<file path="src/rtl/spi_mem_ctrl.sv">
// spi_mem_ctrl: SPI mode-0 slave that fills and dumps a DFF byte memory.
// Pins are oversampled in the clk domain; memory strobes are 1-cycle pulses.
module spi_mem_ctrl #(
    parameter int  RAM_BYTES   = 16,
    parameter int  SYNC_STAGES = 2,
    localparam int ADDR_BITS   = $clog2(RAM_BYTES)
) (
    input  logic                 clk,
    input  logic                 rst_n,
    input  logic                 sclk,
    input  logic                 cs_n,
    input  logic                 mosi,
    output logic                 miso,
    output logic                 miso_oe,
    output logic [ADDR_BITS-1:0] mem_addr,
    output logic [7:0]           mem_wdata,
    output logic                 mem_lr_n,
    output logic                 mem_ce_n,
    input  logic [7:0]           mem_rdata,
    output logic                 busy
);

    localparam int FW = $clog2(SYNC_STAGES + 1);

    typedef enum logic [1:0] {IDLE, CMD, WDATA, RDATA} state_t;

    state_t state, state_nx;

    logic [SYNC_STAGES-1:0] sclk_s, cs_s, mosi_s;
    logic [FW-1:0]          fill;
    logic                   armed;
    logic [2:0]             bit_cnt;
    logic [7:0]             rx_shift, tx_shift;
    logic                   inc, oor, wr_q, rd_q, skip_fall;

    logic                 sclk_rise, sclk_fall, cs_sync, mosi_sync;
    logic                 sync_full, active, byte_done, field_oor;
    logic [7:0]           rx_byte;
    logic [ADDR_BITS-1:0] addr_field, addr_next;

    // [0] is the newest sample, [SYNC_STAGES-1] the settled one
    assign sclk_rise  = sclk_s[SYNC_STAGES-2] & ~sclk_s[SYNC_STAGES-1];
    assign sclk_fall  = ~sclk_s[SYNC_STAGES-2] & sclk_s[SYNC_STAGES-1];
    assign cs_sync    = cs_s[SYNC_STAGES-1];
    assign mosi_sync  = mosi_s[SYNC_STAGES-1];
    assign sync_full  = (int'(fill) == SYNC_STAGES);
    assign active     = (state != IDLE) && !cs_sync;
    assign byte_done  = active && sclk_rise && (bit_cnt == 3'd7);
    assign rx_byte    = {rx_shift[6:0], mosi_sync};
    assign addr_field = rx_byte[ADDR_BITS-1:0];
    assign field_oor  = (int'(addr_field) >= RAM_BYTES);
    assign addr_next  = (int'(mem_addr) >= RAM_BYTES - 1) ? '0
                      : mem_addr + ADDR_BITS'(1);

    assign miso_oe = ~cs_sync;
    assign busy    = (state != IDLE);

    // State register
    always_ff @(posedge clk) begin
        if (!rst_n) state <= IDLE;
        else        state <= state_nx;
    end

    // Next state; a deselected host always wins.
    // armed blocks the false cs_n fall seen while the synchronizer refills
    // after reset, so a frame interrupted by reset is never resumed.
    always_comb begin
        state_nx = state;
        unique case (state)
            IDLE:  if (armed && !cs_sync) state_nx = CMD;
            CMD:   if (byte_done) state_nx = rx_byte[7] ? RDATA : WDATA;
            WDATA: state_nx = WDATA;
            RDATA: state_nx = RDATA;
        endcase
        if (cs_sync) state_nx = IDLE;
    end

    // Synchronizers, shifters and memory strobes
    always_ff @(posedge clk) begin
        if (!rst_n) begin
            sclk_s    <= '0;
            cs_s      <= '1;
            mosi_s    <= '0;
            fill      <= '0;
            armed     <= 1'b0;
            bit_cnt   <= '0;
            rx_shift  <= '0;
            tx_shift  <= '0;
            inc       <= 1'b0;
            oor       <= 1'b0;
            wr_q      <= 1'b0;
            rd_q      <= 1'b0;
            skip_fall <= 1'b0;
            miso      <= 1'b0;
            mem_addr  <= '0;
            mem_wdata <= '0;
            mem_lr_n  <= 1'b1;
            mem_ce_n  <= 1'b1;
        end else begin
            sclk_s <= {sclk_s[SYNC_STAGES-2:0], sclk};
            cs_s   <= {cs_s[SYNC_STAGES-2:0], cs_n};
            mosi_s <= {mosi_s[SYNC_STAGES-2:0], mosi};
            if (!sync_full) fill <= fill + FW'(1);
            if (sync_full && cs_sync) armed <= 1'b1;
            mem_lr_n <= 1'b1;
            mem_ce_n <= 1'b1;
            if (state_nx == IDLE) begin
                bit_cnt   <= '0;
                rx_shift  <= '0;
                tx_shift  <= '0;
                wr_q      <= 1'b0;
                rd_q      <= 1'b0;
                skip_fall <= 1'b0;
                miso      <= 1'b0;
            end else begin
                if (active && sclk_rise) begin
                    rx_shift <= rx_byte;
                    bit_cnt  <= bit_cnt + 3'd1;
                end
                if (state == CMD && byte_done) begin
                    inc      <= rx_byte[6];
                    oor      <= field_oor;
                    mem_addr <= addr_field;
                    if (rx_byte[7]) begin
                        rd_q     <= 1'b1;
                        mem_ce_n <= field_oor;
                    end
                end
                if (state == WDATA && byte_done) begin
                    mem_wdata <= rx_byte;
                    mem_lr_n  <= oor;
                    wr_q      <= 1'b1;
                end
                if (state == RDATA && byte_done) begin
                    rd_q     <= 1'b1;
                    mem_ce_n <= oor;
                end
                if (wr_q) begin
                    wr_q <= 1'b0;
                    if (inc) begin
                        mem_addr <= addr_next;
                        oor      <= 1'b0;
                    end
                end
                if (rd_q) begin
                    rd_q      <= 1'b0;
                    tx_shift  <= oor ? 8'h00 : mem_rdata;
                    miso      <= oor ? 1'b0 : mem_rdata[7];
                    skip_fall <= 1'b1;
                    if (inc) begin
                        mem_addr <= addr_next;
                        oor      <= 1'b0;
                    end
                end else if (state == RDATA && sclk_fall) begin
                    if (skip_fall) begin
                        skip_fall <= 1'b0;
                    end else begin
                        tx_shift <= {tx_shift[6:0], 1'b0};
                        miso     <= tx_shift[6];
                    end
                end
            end
        end
    end

endmodule

</file>
<file path="config.mk">
export PLATFORM = sky130hd
export DESIGN_NAME = spi_mem_ctrl
export DESIGN_NICKNAME = d
export VERILOG_FILES = /design/src/rtl/spi_mem_ctrl.sv
export SDC_FILE = /design/constraint.sdc
export NUM_CORES = 1
export LEC_CHECK = 0
export BUFFER_PORTS_ARGS = -buffer_cell sky130_fd_sc_hd__buf_2
export CORE_MARGIN = 4
export CORE_UTILIZATION = 59
export DETAILED_ROUTE_END_ITERATION = 7
export PLACE_DENSITY_LB_ADDON = 0.1
export SLEW_MARGIN = 30
export SYNTH_ARGS = -nofsm -noshare
export SYNTH_HDL_FRONTEND = slang
export SYNTH_SLANG_ARGS = --single-unit
</file>
<file path="constraint.sdc">
create_clock -name clk -period 2.8 [get_ports clk]
set_clock_uncertainty 0.1 [all_clocks]
set_input_delay 0.56 -clock clk [delete_from_list [all_inputs] [get_ports clk]]
set_output_delay 0.56 -clock clk [all_outputs]
set_load 0.005 [all_outputs]
</file>
Word level (Yosys, flattened, before mapping)
Index checks and enable logic that the tools add are counted.
{ "totals": {"out_inout_bits": 17, "register_bits": 48} }
{ "classes": {"n_eq_ne": 6, "n_mux": 33, "n_lt_le_gt_ge": 1, "n_addsub": 3, "n_bitwise": 8, "n_reduce_logical": 21} }
{ "ops": {"columns": ["operator", "count"], "rows": [
  ["$mux 7", 4],
  ["$mux 4", 6],
  ["$mux 1", 19],
  ["$logic_and 1x1->1", 9],
  ["$reduce_or 3->1", 3],
  ["$pmux 2 s4", 1],
  ["$eq 2x2->1 const B", 3],
  ["$mux 2", 3],
  ["$not 1->1", 6],
  ["$reduce_and 2->1", 3],
  ["$add 4x1->4 const B", 1],
  ["$ge 4x4->1 const B", 1],
  ["$logic_not 2->1", 2],
  ["$reduce_bool 2->1", 2],
  ["$add 3x1->3 const B", 1],
  ["$eq 3x3->1 const B", 1],
  ["$add 2x1->2 const B", 1],
  ["$and 1x1->1", 2],
  ["$eq 2x1->1 const B", 1],
  ["$ne 2x2->1 const B", 1],
  ["$reduce_or 2->1", 1],
  ["$logic_not 1->1", 1]
]} }

Longest topological paths before layout
{ "depth": {"ltp_word": 10, "mapped_depth": 6, "depth_no_buf": 6} }

Worst setup path before layout
OpenSTA, ideal clock, no wires.
{ "synth_timing": {"kind": "reg-to-reg", "from": "register bit_cnt[0]", "to": "register mem_addr[2]", "path_stages_with_launch": 7, "period_less_slack_ns": 1.727, "setup_time_ns": 0.129, "arrival_time_ns": 1.498, "n_path_buf": 0, "slack_ns": 1.073, "cell_sequence": "dfxtp_1 > ha_1 > ha_1 > nand4b_4 > or3_4 > o311ai_2 > a22oi_1"} }
{ "synth_via": {"elab_chain_cells": 8} }
{ "synth_rtl": {"columns": ["element", "line", "source"], "rows": [
  ["start, declared", "32", "logic [2:0] bit_cnt;"],
  ["start signal, assigned", "118", "bit_cnt <= bit_cnt + 3'd1;"],
  ["$eq 3x3->1 (*)", "48", "assign byte_done = active && sclk_rise && (bit_cnt == 3'd7);"],
  ["$logic_and 1x1->1 (*)", "48", null],
  ["$logic_and 1x1->1", "120", "if (state == CMD && byte_done) begin"],
  ["$mux 4", "120", null],
  ["$mux 4", "140", "if (inc) begin"],
  ["$mux 4", "138", "if (wr_q) begin"],
  ["$mux 4", "150", "if (inc) begin"],
  ["$mux 4", "145", "if (rd_q) begin"],
  ["end signal, assigned", "123", "mem_addr <= addr_field;"],
  ["end signal, assigned", "141", "mem_addr <= addr_next;"],
  ["end signal, assigned", "151", "mem_addr <= addr_next;"],
  ["end, declared", "15", "output logic [ADDR_BITS-1:0] mem_addr,"]
]} }
Every way passes the cells marked *; elsewhere a longest branch is shown, timed or not.
A chain may end at the register's enable or synchronous reset.

Worst setup path in the final report
{ "layout_timing": {"from": "register state[1]", "to": "register mem_ce_n"} }
{ "layout_via": {"elab_chain_cells": 9} }
{ "layout_rtl": {"columns": ["element", "line", "source"], "rows": [
  ["start, declared", "27", "state_t state, state_nx;"],
  ["start signal, assigned", "61", "else state <= state_nx;"],
  ["$reduce_bool 2->1", "47", "assign active = (state != IDLE) && !cs_sync;"],
  ["$logic_and 1x1->1", "47", null],
  ["$logic_and 1x1->1 (2 in series)", "48", null],
  ["$mux 2", "71", "CMD: if (byte_done) state_nx = rx_byte[7] ? RDATA : WDATA;"],
  ["$pmux 2 s4", "69", "unique case (state)"],
  ["$mux 2", "75", "if (cs_sync) state_nx = IDLE;"],
  ["$logic_not 2->1", "107", "if (state_nx == IDLE) begin"],
  ["$reduce_or 2->1 (no line)", null, null],
  ["end signal, assigned", "126", "mem_ce_n <= field_oor;"],
  ["end signal, assigned", "136", "mem_ce_n <= oor;"],
  ["end, declared", "18", "output logic mem_ce_n,"]
]} }
Parallel ways exist; a longest one is shown, timed or not.

==> flow_summary.ini <==
[layout]
num-fill-cells = 279
final_cell_mix = 48 x dfxtp_1, 36 x nor2_1, 29 x buf_2
final_common_cell = dfxtp_1
synthToLayoutAreaGrowth_pct = 10.7
num-nets-final = 250
fin_area_mm2 = 0.00221
drive_gt1_share_pct = 19.2
diodes = 0
postLayoutCoreUtil_pct = 70.0

[sta]
fmax_ghz = 0.496
setup_violations = 0
finalHoldViolCount = 0
finalCritPeriodShare_pct = 72.1
setup_tns_ps = 0
drv_slew = 0
fin_crit_ps = 2020
rsz0062_at_grt = false
maxSlewHeadroom_pct = 57.5
worstMarginPinSlew_ps = 633

[pwr]
p_leak_nw = 1.03
ir_drop_v = 0.000572
power_density_mw_per_mm2 = 527

[clocking]
cts_tree = done
cts.repair.resized = 0
clk_latency_ps = 370
postCtsHoldBufs = 0
cts_setup_buffers = 0
ctsLongestPathBuffers = 2
path_clk_slew_ps = 130
cts_root_buffer = clkbuf_4
ctsHtreeMaxLevel = 2
cts_made_buffers = 5
cts.sinks = 48

[global_routing]
grt_pass1_wl_mm = 7.02
grt-ovfl-total = 0
grt_pass1_vias = 1494
grt_usage_pct = 21.1
antenna_found_initial = 0
grt_max_degree = 22

[floorplanning]
num_io_pins = 30
core_mm2 = 0.00315
start_util_pct = 63.2
chipHeight_um = 66.1
dieArea_mm2 = 0.00437
die_x_um = 66.1
num_rows = 20

[route]
via_count = 1570
drc = 0
ant_nets = 0
first_iter_violations = 102
drtPass1Iterations = 4
wl_mm = 4.08
vias_per_cell = 5.65
wl_per_cell_um = 14.7

[outcome]
outcome = complete, no violations

[flow_run]
cap_violations = 0

[min_path]
hold_depth = 2
hold_class = in2reg

[logic_synthesis]
ys.flop_type = dfxtp_1
synth_edf_count = 0
async_reset_ff_share_pct = 0
syn_nets = 224
ys_seq_elements = 48
syn_inst = 207
synth.distinct_cells = 44
synth_area_mm2 = 0.00199
ys_warn_count = 0
avgSynthCellArea_um2 = 9.62
ys_seq_area_share_pct = 48.2

[setup_path]
worst_path_largest_cell_delay_ps = 630
path_max_fanout = 12
slowest_stage = or4_1
cp.required_ps = 2960
crit_chain = or2_2 -> nand2_1 -> or4_1
cp.arrival_ps = 2180
critPathLaunchType = flop
r2r.worst_path.cells = 3
critPathKind = reg2reg
crit_path_end_kind = flop
rrSetupSlack_ps = 780

[place]
hpwl_mm = 2.92
place_area_mm2 = 0.00214
portBuffers = 29
routabilityCongestion = 0.835
==> synth_stat cells (2+ instances only) <==
cell type	number	area share, %
a31oi_1	4	1.3
o211ai_1	2	0.75
nand2b_1	2	0.63
nor2_1	36	6.8
o21ai_1	2	0.50
clkbuf_1	5	0.94
o21ai_0	2	0.50
nand3_1	2	0.50
xor2_1	2	0.88
mux2i_1	17	8.5
o311a_1	2	1.0
a21oi_1	15	3.8
and2_1	4	1.3
a2bb2oi_1	2	0.88
dfxtp_1	48	48
nor3_1	5	1.3
a211oi_1	7	2.6
nand4b_1	2	0.88
nor2b_1	7	2.2
nand2_1	5	0.94
buf_4	3	1.1
ha_1	4	2.5
a311oi_1	2	0.88
inv_1	6	1.1
buf_2	2	0.50
==> metrics by stage <==
| step | hold slack, ps | total power, mW | std cells | setup WS [ps] |
|---|---|---|---|---|
| after detailed placement | 301 | 0.842 | 270 | 824 |
| after global routing | 226 | 1.23 | 278 | 683 |
| after floorplan | 286 | 0.811 | 207 | 1070 |
| after global placement | 290 | 0.834 | 270 | 844 |
| after CTS | 257 | 1.17 | 278 | 796 |
| final | 265 | 1.16 | 278 | 782 |
==> worst max-delay path: cells and delay by family (launching register included) <==
family           cells  cell delay (ps)
AND/OR/NAND/NOR      3             1220
flip-flops           1              590
==> path summary, 6_finish.rpt <==
path	from	endpoint
hold / removal	cs_n	cs_s[0]
setup / recovery	state[1]	mem_ce_n
hold reg to reg	cs_s[0]	cs_s[1]
setup reg to reg	state[1]	mem_ce_n
==> where the power goes <==
group          total (mW)  internal, mW  switching, mW
Combinational      0.0971        0.0452         0.0519
Sequential          0.729         0.708         0.0213
Clock               0.335         0.120          0.215
Total                1.16         0.873          0.289
==> kinds of logic after synthesis <==
| kind of cell | share of synthesized area [%] |
|---|---|
| multiplexers | 8.54 |
| adder cells (fa/ha/maj) | 2.51 |
| AO/OA/AOI/OAI | 16.5 |
| AND/OR/NAND/NOR | 19.5 |
| flip-flops | 48.2 |
| XOR/XNOR | 0.880 |
| buffers and inverters | 3.89 |
==> final cells by class <==
type | instances | area (um^2) | area share, %
repair buffers | 30 | 153 | 6.92
clock inverters | 2 | 10.0 | 0.454
flip-flops and latches | 48 | 961 | 43.6
well taps | 44 | 55.1 | 2.50
multi-input cells | 142 | 953 | 43.2
inverters | 6 | 22.5 | 1.02
clock buffers | 6 | 51.3 | 2.33
==> layer usage <==
layer	vias up	wire [um]	track usage, %
li1	781	-	-
met1	733	1880	26.9
met2	49	1920	33.5
met3	7	214	6.29
met4	0	59	7.61
met5	-	0	0
==> sequential cells by signal, summed over array words and instances, names as in the netlist, 2 cells and up <==
register / cells
mosi_s: 2
state: 2
cs_s: 2
sclk_s: 2
bit_cnt: 3
rx_shift: 7
tx_shift: 7
fill: 2
mem_addr: 4
mem_wdata: 8
Note: power is estimated with default switching activity, not from simulation.
